**src/rtl/alu_mc.sv**
```systemverilog
// Multi-cycle ALU: most opcodes complete in one cycle. MUL (shift-add) and
// DIV (restoring) use a bit-serial datapath that takes WIDTH iterations.
module alu_mc #(
  parameter int WIDTH = 8,
  parameter int SHW   = $clog2(WIDTH)
) (
  input  logic             clk,
  input  logic             rst_n,
  input  logic             enable_alu,
  input  logic [3:0]       opcode,
  input  logic [WIDTH-1:0] in_a,
  input  logic [WIDTH-1:0] in_b,
  input  logic [SHW-1:0]   shamp,
  output logic [WIDTH-1:0] alu_out,
  output logic [WIDTH-1:0] alu_out_hi,
  output logic             flag_zero,
  output logic             flag_carry,
  output logic             flag_neg,
  output logic             flag_ovf,
  output logic             busy,
  output logic             done
);

  localparam int M  = WIDTH - 1;
  localparam int CW = $clog2(WIDTH);

  typedef enum logic {S_IDLE, S_CALC} state_t;

  state_t           r_state;
  logic [CW-1:0]    r_cnt;
  logic             r_mul;
  logic [WIDTH-1:0] r_m;
  logic [WIDTH-1:0] r_ph;
  logic [WIDTH-1:0] r_pl;

  logic [WIDTH-1:0] w_res;
  logic [WIDTH-1:0] w_hi;
  logic             w_c;
  logic             w_v;
  logic             w_wr;
  logic             w_calc;
  logic [WIDTH:0]   w_ext;
  logic [WIDTH:0]   w_shl;
  logic [WIDTH:0]   w_shr;
  logic [WIDTH:0]   w_sar;
  logic [31:0]      w_rot_amt;
  logic [WIDTH:0]   w_madd;
  logic [WIDTH:0]   w_dsh;
  logic             w_dge;
  logic [WIDTH-1:0] w_ddf;
  logic [WIDTH-1:0] w_ph_n;
  logic [WIDTH-1:0] w_pl_n;

  // One guard bit beside the operand captures the last bit shifted out
  assign w_shl     = {1'b0, in_a} << shamp;
  assign w_shr     = {in_a, 1'b0} >> shamp;
  assign w_sar     = $signed({in_a, 1'b0}) >>> shamp;
  assign w_rot_amt = 32'(shamp) % WIDTH;

  always_comb begin
    w_res  = '0;
    w_hi   = '0;
    w_c    = 1'b0;
    w_v    = 1'b0;
    w_wr   = 1'b1;
    w_calc = 1'b0;
    w_ext  = '0;
    case (opcode)
      4'h0, 4'hE: begin
        w_ext = {1'b0, in_a} + {1'b0, in_b}
              + {{WIDTH{1'b0}}, (opcode == 4'hE) & flag_carry};
        w_res = w_ext[M:0];
        w_c   = w_ext[WIDTH];
        w_v   = (in_a[M] == in_b[M]) && (w_res[M] != in_a[M]);
      end
      4'h1, 4'hA: begin
        w_ext = {1'b0, in_a} - {1'b0, in_b};
        w_res = w_ext[M:0];
        w_c   = w_ext[WIDTH];
        w_v   = (in_a[M] != in_b[M]) && (w_res[M] != in_a[M]);
        w_wr  = (opcode == 4'h1);
      end
      4'h2: w_res = in_a & in_b;
      4'h3: w_res = in_a | in_b;
      4'h4: w_res = in_a ^ in_b;
      4'h5: w_res = ~in_a;
      4'h6: begin
        w_res = w_shl[M:0];
        w_c   = w_shl[WIDTH];
      end
      4'h7: begin
        w_res = w_shr[WIDTH:1];
        w_c   = w_shr[0];
      end
      4'h8: begin
        w_res = w_sar[WIDTH:1];
        w_c   = w_sar[0];
      end
      4'h9: w_res = (in_a << w_rot_amt) | (in_a >> (32'(WIDTH) - w_rot_amt));
      4'hB: begin
        w_ext = {1'b0, in_a} + {{WIDTH{1'b0}}, 1'b1};
        w_res = w_ext[M:0];
        w_c   = w_ext[WIDTH];
        w_v   = ~in_a[M] & w_res[M];
      end
      4'hC: w_calc = 1'b1;
      4'hD: begin
        if (in_b == '0) begin
          w_res = '1;
          w_hi  = in_a;
          w_c   = 1'b1;
        end else begin
          w_calc = 1'b1;
        end
      end
      default: w_res = in_b;
    endcase
  end

  // r_ph/r_pl hold product high/low for MUL, remainder/quotient for DIV
  assign w_madd = {1'b0, r_ph} + (r_pl[0] ? {1'b0, r_m} : '0);
  assign w_dsh  = {r_ph, r_pl[M]};
  assign w_dge  = w_dsh >= {1'b0, r_m};
  assign w_ddf  = w_dsh[M:0] - r_m;

  always_comb begin
    if (r_mul) begin
      w_ph_n = w_madd[WIDTH:1];
      w_pl_n = {w_madd[0], r_pl[M:1]};
    end else begin
      w_ph_n = w_dge ? w_ddf : w_dsh[M:0];
      w_pl_n = {r_pl[M-1:0], w_dge};
    end
  end

  always_ff @(posedge clk or negedge rst_n) begin
    if (!rst_n) begin
      r_state    <= S_IDLE;
      r_cnt      <= '0;
      r_mul      <= 1'b0;
      r_m        <= '0;
      r_ph       <= '0;
      r_pl       <= '0;
      alu_out    <= '0;
      alu_out_hi <= '0;
      flag_zero  <= 1'b0;
      flag_carry <= 1'b0;
      flag_neg   <= 1'b0;
      flag_ovf   <= 1'b0;
      busy       <= 1'b0;
      done       <= 1'b0;
    end else begin
      done <= 1'b0;
      case (r_state)
        S_IDLE: begin
          if (enable_alu) begin
            if (w_calc) begin
              r_state <= S_CALC;
              busy    <= 1'b1;
              r_cnt   <= '0;
              r_mul   <= (opcode == 4'hC);
              r_m     <= (opcode == 4'hC) ? in_a : in_b;
              r_ph    <= '0;
              r_pl    <= (opcode == 4'hC) ? in_b : in_a;
            end else begin
              done       <= 1'b1;
              flag_zero  <= (w_res == '0);
              flag_carry <= w_c;
              flag_neg   <= w_res[M];
              flag_ovf   <= w_v;
              if (w_wr) begin
                alu_out    <= w_res;
                alu_out_hi <= w_hi;
              end
            end
          end
        end
        S_CALC: begin
          r_ph  <= w_ph_n;
          r_pl  <= w_pl_n;
          r_cnt <= r_cnt + 1'b1;
          if (r_cnt == CW'(WIDTH - 1)) begin
            r_state    <= S_IDLE;
            busy       <= 1'b0;
            done       <= 1'b1;
            alu_out    <= w_pl_n;
            alu_out_hi <= w_ph_n;
            flag_zero  <= r_mul ? ({w_ph_n, w_pl_n} == '0) : (w_pl_n == '0);
            flag_carry <= r_mul & (w_ph_n != '0);
            flag_neg   <= w_pl_n[M];
            flag_ovf   <= 1'b0;
          end
        end
        default: r_state <= S_IDLE;
      endcase
    end
  end

endmodule

```
**config.mk**
```make
export PLATFORM = sky130hd
export DESIGN_NAME = alu_mc
export DESIGN_NICKNAME = d
export VERILOG_FILES = /design/src/rtl/alu_mc.sv
export SDC_FILE = /design/constraint.sdc
export NUM_CORES = 1
export LEC_CHECK = 0
export CAP_MARGIN = 20
export CORE_ASPECT_RATIO = 0.5
export CORE_MARGIN = 10
export CORE_UTILIZATION = 51
export CTS_CLUSTER_DIAMETER = 50
export CTS_CLUSTER_SIZE = 12
export DETAILED_ROUTE_END_ITERATION = 7
export PLACE_DENSITY = 0.8
export SLEW_MARGIN = 20
export SYNTH_ARGS = -nofsm -noshare
export SYNTH_HDL_FRONTEND = slang
export SYNTH_SLANG_ARGS = --single-unit
```
**constraint.sdc**
```tcl
create_clock -name clk -period 3.7 [get_ports clk]
set_input_delay 0.74 -clock clk [delete_from_list [all_inputs] [get_ports clk]]
set_output_delay 0.74 -clock clk [all_outputs]
set_load 0.03 [all_outputs]
```
==> metrics.yaml <==
floorplan:
  dieArea_mm2: 0.0169
  die_h_um: 97.1
  fp.dieW_um: 174
  io_pins: 48
  row_count: 28
  start_util_pct: 51.8
  design.core.area_mm2: 0.0117
synthesis:
  syn_inst: 786
  ys_types: 72
  yosys.area.top_type_share_pct: 21.0
  syn_avg_cell_area_um2: 7.72
  synth_edf_count: 0
  syn-cell-area_mm2: 0.00606
  ys_ff_latch: 51
  ys_seq_area_share_pct: 21.0
  yosys.area.top_type: "dfrtp_1"
  yosysWarnings: 0
  syn-num-nets: 863
  synth_flop_cell: "dfrtp_1"
  async_flop_share_pct: 100
  synth_area_leaders: "dfrtp_1 (21%), ha_1 (9.5%), a21oi_1 (6.1%)"
clock_tree:
  h-tree-depth: 2
  cts.sink_count: 51
  cts_tree: "yes"
  clockBufferDepth: 2
  cts_buffers: 5
  clk_pin_slew_ps: 70
  cts_root_buffer: "clkbuf_16"
  hold_buffers: 0
  clk_latency_ps: 290
setup_path:
  r2r_cells: 13
  timing.rr.start: "r_m[0]$_DFFE_PN0P_"
  slowest_stage: "clkdlybuf4s50_1"
  path_class: "in2reg"
  crit_start: "in_a[3]"
  cp.arrival_ps: 3850
  crit_path_end_kind: "register"
  start_kind: "input pin"
  required_ps: 3920
  rrSetupSlack_ps: 210
  cpPeakStageDelay_ps: 610
  worstPathMaxFanout: 6
  r2r_end: "flag_carry$_DFFE_PN0P_"
  path_cells: "clkdlybuf4s50_1 > inv_1 > ha_1 > buf_4 > nor4_1 > nand3b_1 > nand2_1 > a211oi_1 > a21oi_1 > o32a_1 > nor4_2 > a221o_1"
  crit_end: "flag_zero$_DFFE_PN0P_"
placement:
  finalWeightedCongestion: 1.06
  port_buffers: 47
  dp_hpwl_um: 17800
  dpl_worst_slack_ps: -353
power:
  peakVddDrop_v: 0.000467
  pwr_density_cell_mw_per_mm2: 601
  p_leak_nw: 3.45
  total_power_mw: 4.65
grt:
  grtUsageTotal_pct: 25.8
  grt_max_degree: 52
  overflow: 0
  antenna_found_initial: 1
  grt_first_pass_wirelength_um: 35800
  grt_pass1_vias: 6656
sta:
  slew_headroom_pct: 35.3
  finalCriticalPeriod_ps: 3630
  timing.final.crit_share_pct: 98.1
  hold_viol_final: 0
  setup_ws_ps: 70.9
  drv_slew: 0
  tightest_slew_ps: 967
  max_freq_mhz: 276
  rsz0062_at_grt: "yes"
  clock_skew_ps: 7.84
  setup_viol: 0
  tns_ps: 0
route:
  vias_per_cell: 6.39
  drt-wirelength-per-cell_um: 21.2
  drc_errors: 0
  drtIter0Drc: 786
  wl_um: 23000
  via_count: 6930
  drt_pre_antenna_iters: 6
  postRouteAntennaNets: 0
cells_and_area:
  drive_gt1_share_pct: 19.2
  nets: 994
  area_delta_synth_final_pct: 27.4
  postLayoutCoreUtil_pct: 66.0
outcome:
  status: "complete, no violations"
min_path:
  min_path_type: "in2async"
job:
  maxCapViolations: 0
==> cells by family after synthesis <==
family	synth area share (%)
buffers and inverters	6.15
AOI/OAI and AO/OA	27.5
and+or+nand+nor	21.5
DFF	21.0
adders and majority gates	11.1
xor gates and xnor gates	2.74
muxes	9.96
==> per-stage QoR <==
stage / instances / hold slack, ps / cell area [µm²]
2_1_floorplan: 786 / 444 / 6060
3_3_place_gp: 1074 / 462 / 7510
3_5_place_dp: 1074 / 474 / 7510
4_1_cts: 1082 / 490 / 7660
5_1_grt: 1083 / 503 / 7720
6_report: 1084 / 466 / 7720
==> how the worst min path moves through the flow <==
stage | start | endpoint | cells after the start
5_1_grt | alu_out_hi[4]$_DFFE_PN0P_ | alu_out_hi[4]$_DFFE_PN0P_ | 1
6_report | rst_n | alu_out_hi[6]$_DFFE_PN0P_ | 1
3_3_place_gp | flag_neg$_DFFE_PN0P_ | flag_neg$_DFFE_PN0P_ | 2
2_1_floorplan | rst_n | alu_out[0]$_DFFE_PN0P_ | 0
4_1_cts | alu_out[1]$_DFFE_PN0P_ | alu_out[1]$_DFFE_PN0P_ | 2
3_5_place_dp | alu_out[1]$_DFFE_PN0P_ | alu_out[1]$_DFFE_PN0P_ | 2
==> cells in the final DEF (no fill, tap or decap), types with 5 or more instances in the layout <==
cell type	n
buf_4	133
nand2_1	78
a21oi_1	73
nor2_1	72
dfrtp_1	51
o21ai_0	48
clkdlybuf4s50_1	46
ha_1	45
inv_1	40
mux2i_1	28
nand3_1	19
nor3_1	17
xnor2_1	16
a21o_1	13
nor2b_1	13
a211oi_1	12
mux4_2	11
and2_1	9
nand2b_1	9
o21bai_1	8
nor4_1	7
nand4_1	7
a22oi_1	7
or3_1	7
o32a_1	7
o31ai_1	6
a22o_1	6
nor3b_1	6
a31oi_1	6
a211o_1	6
a21boi_0	6
mux2_2	5
o22ai_1	5
a221oi_1	5
clkbuf_16	5
==> state kept, by name, indices dropped and copies added (netlist names) <==
| name | count |
|---|---|
| alu_out | 8 |
| alu_out_hi | 8 |
| r_m | 8 |
| r_ph | 8 |
| r_pl | 8 |
| r_cnt | 3 |
| busy | 1 |
| done | 1 |
| flag_carry | 1 |
| flag_neg | 1 |
| flag_ovf | 1 |
| flag_zero | 1 |
| r_mul | 1 |
| r_state | 1 |
==> layout make-up <==
type | count | area (µm²)
sequential | 51 | 1280
inverter | 42 | 158
clock buffer | 6 | 129
tap | 165 | 206
multi-input combinational | 638 | 4480
clock inverter | 2 | 12.5
fill | 1039 | 3980
antenna | 1 | 2.50
timing repair buffer | 179 | 1460
==> routing by layer <==
| metal | track usage, % | up-vias | part of all wire [%] |
|---|---|---|---|
| li1 | - | 3148 | - |
| met1 | 34.3 | 3296 | 41 |
| met2 | 39.3 | 415 | 44 |
| met3 | 6.83 | 71 | 12 |
| met4 | 9.08 | 0 | 3.1 |
| met5 | 0 | - | 0 |
==> Yosys cell counts (8+ instances only) <==
library cell,n
a21o_1,13
a21oi_1,74
a211oi_1,12
dfrtp_1,51
clkbuf_1,44
xnor2_1,16
and2_1,9
nor2_1,72
o21ai_0,52
nand2b_1,9
mux4_2,11
nor2b_1,13
mux2i_1,30
ha_1,46
nand3_1,19
inv_1,40
nand2_1,78
nor3_1,18
o21bai_1,8
nor4_1,9
==> power by group <==
part | switching [mW] | internal, mW | leakage, nW
Combinational | 1.78 | 1.33 | 2.76
Sequential | 0.270 | 0.813 | 0.626
Clock | 0.199 | 0.250 | 0.0669
==> timing repair <==
action                                  CTS  global route
pin swaps                                 1             6
gates cloned                              0             0
gates resized for setup                   2            12
endpoints found under the setup margin    1             4
setup buffers                             0             1
==> critical path: cells and delay by family <==
| kind | cells | cell delay [ps] |
|---|---|---|
| AND/OR/NAND/NOR | 4 | 930 |
| buffers and inverters | 3 | 910 |
| AO/OA/AOI/OAI | 4 | 890 |
| adder cells (fa/ha/maj) | 1 | 390 |
Note: power is estimated with default switching activity, not from simulation.
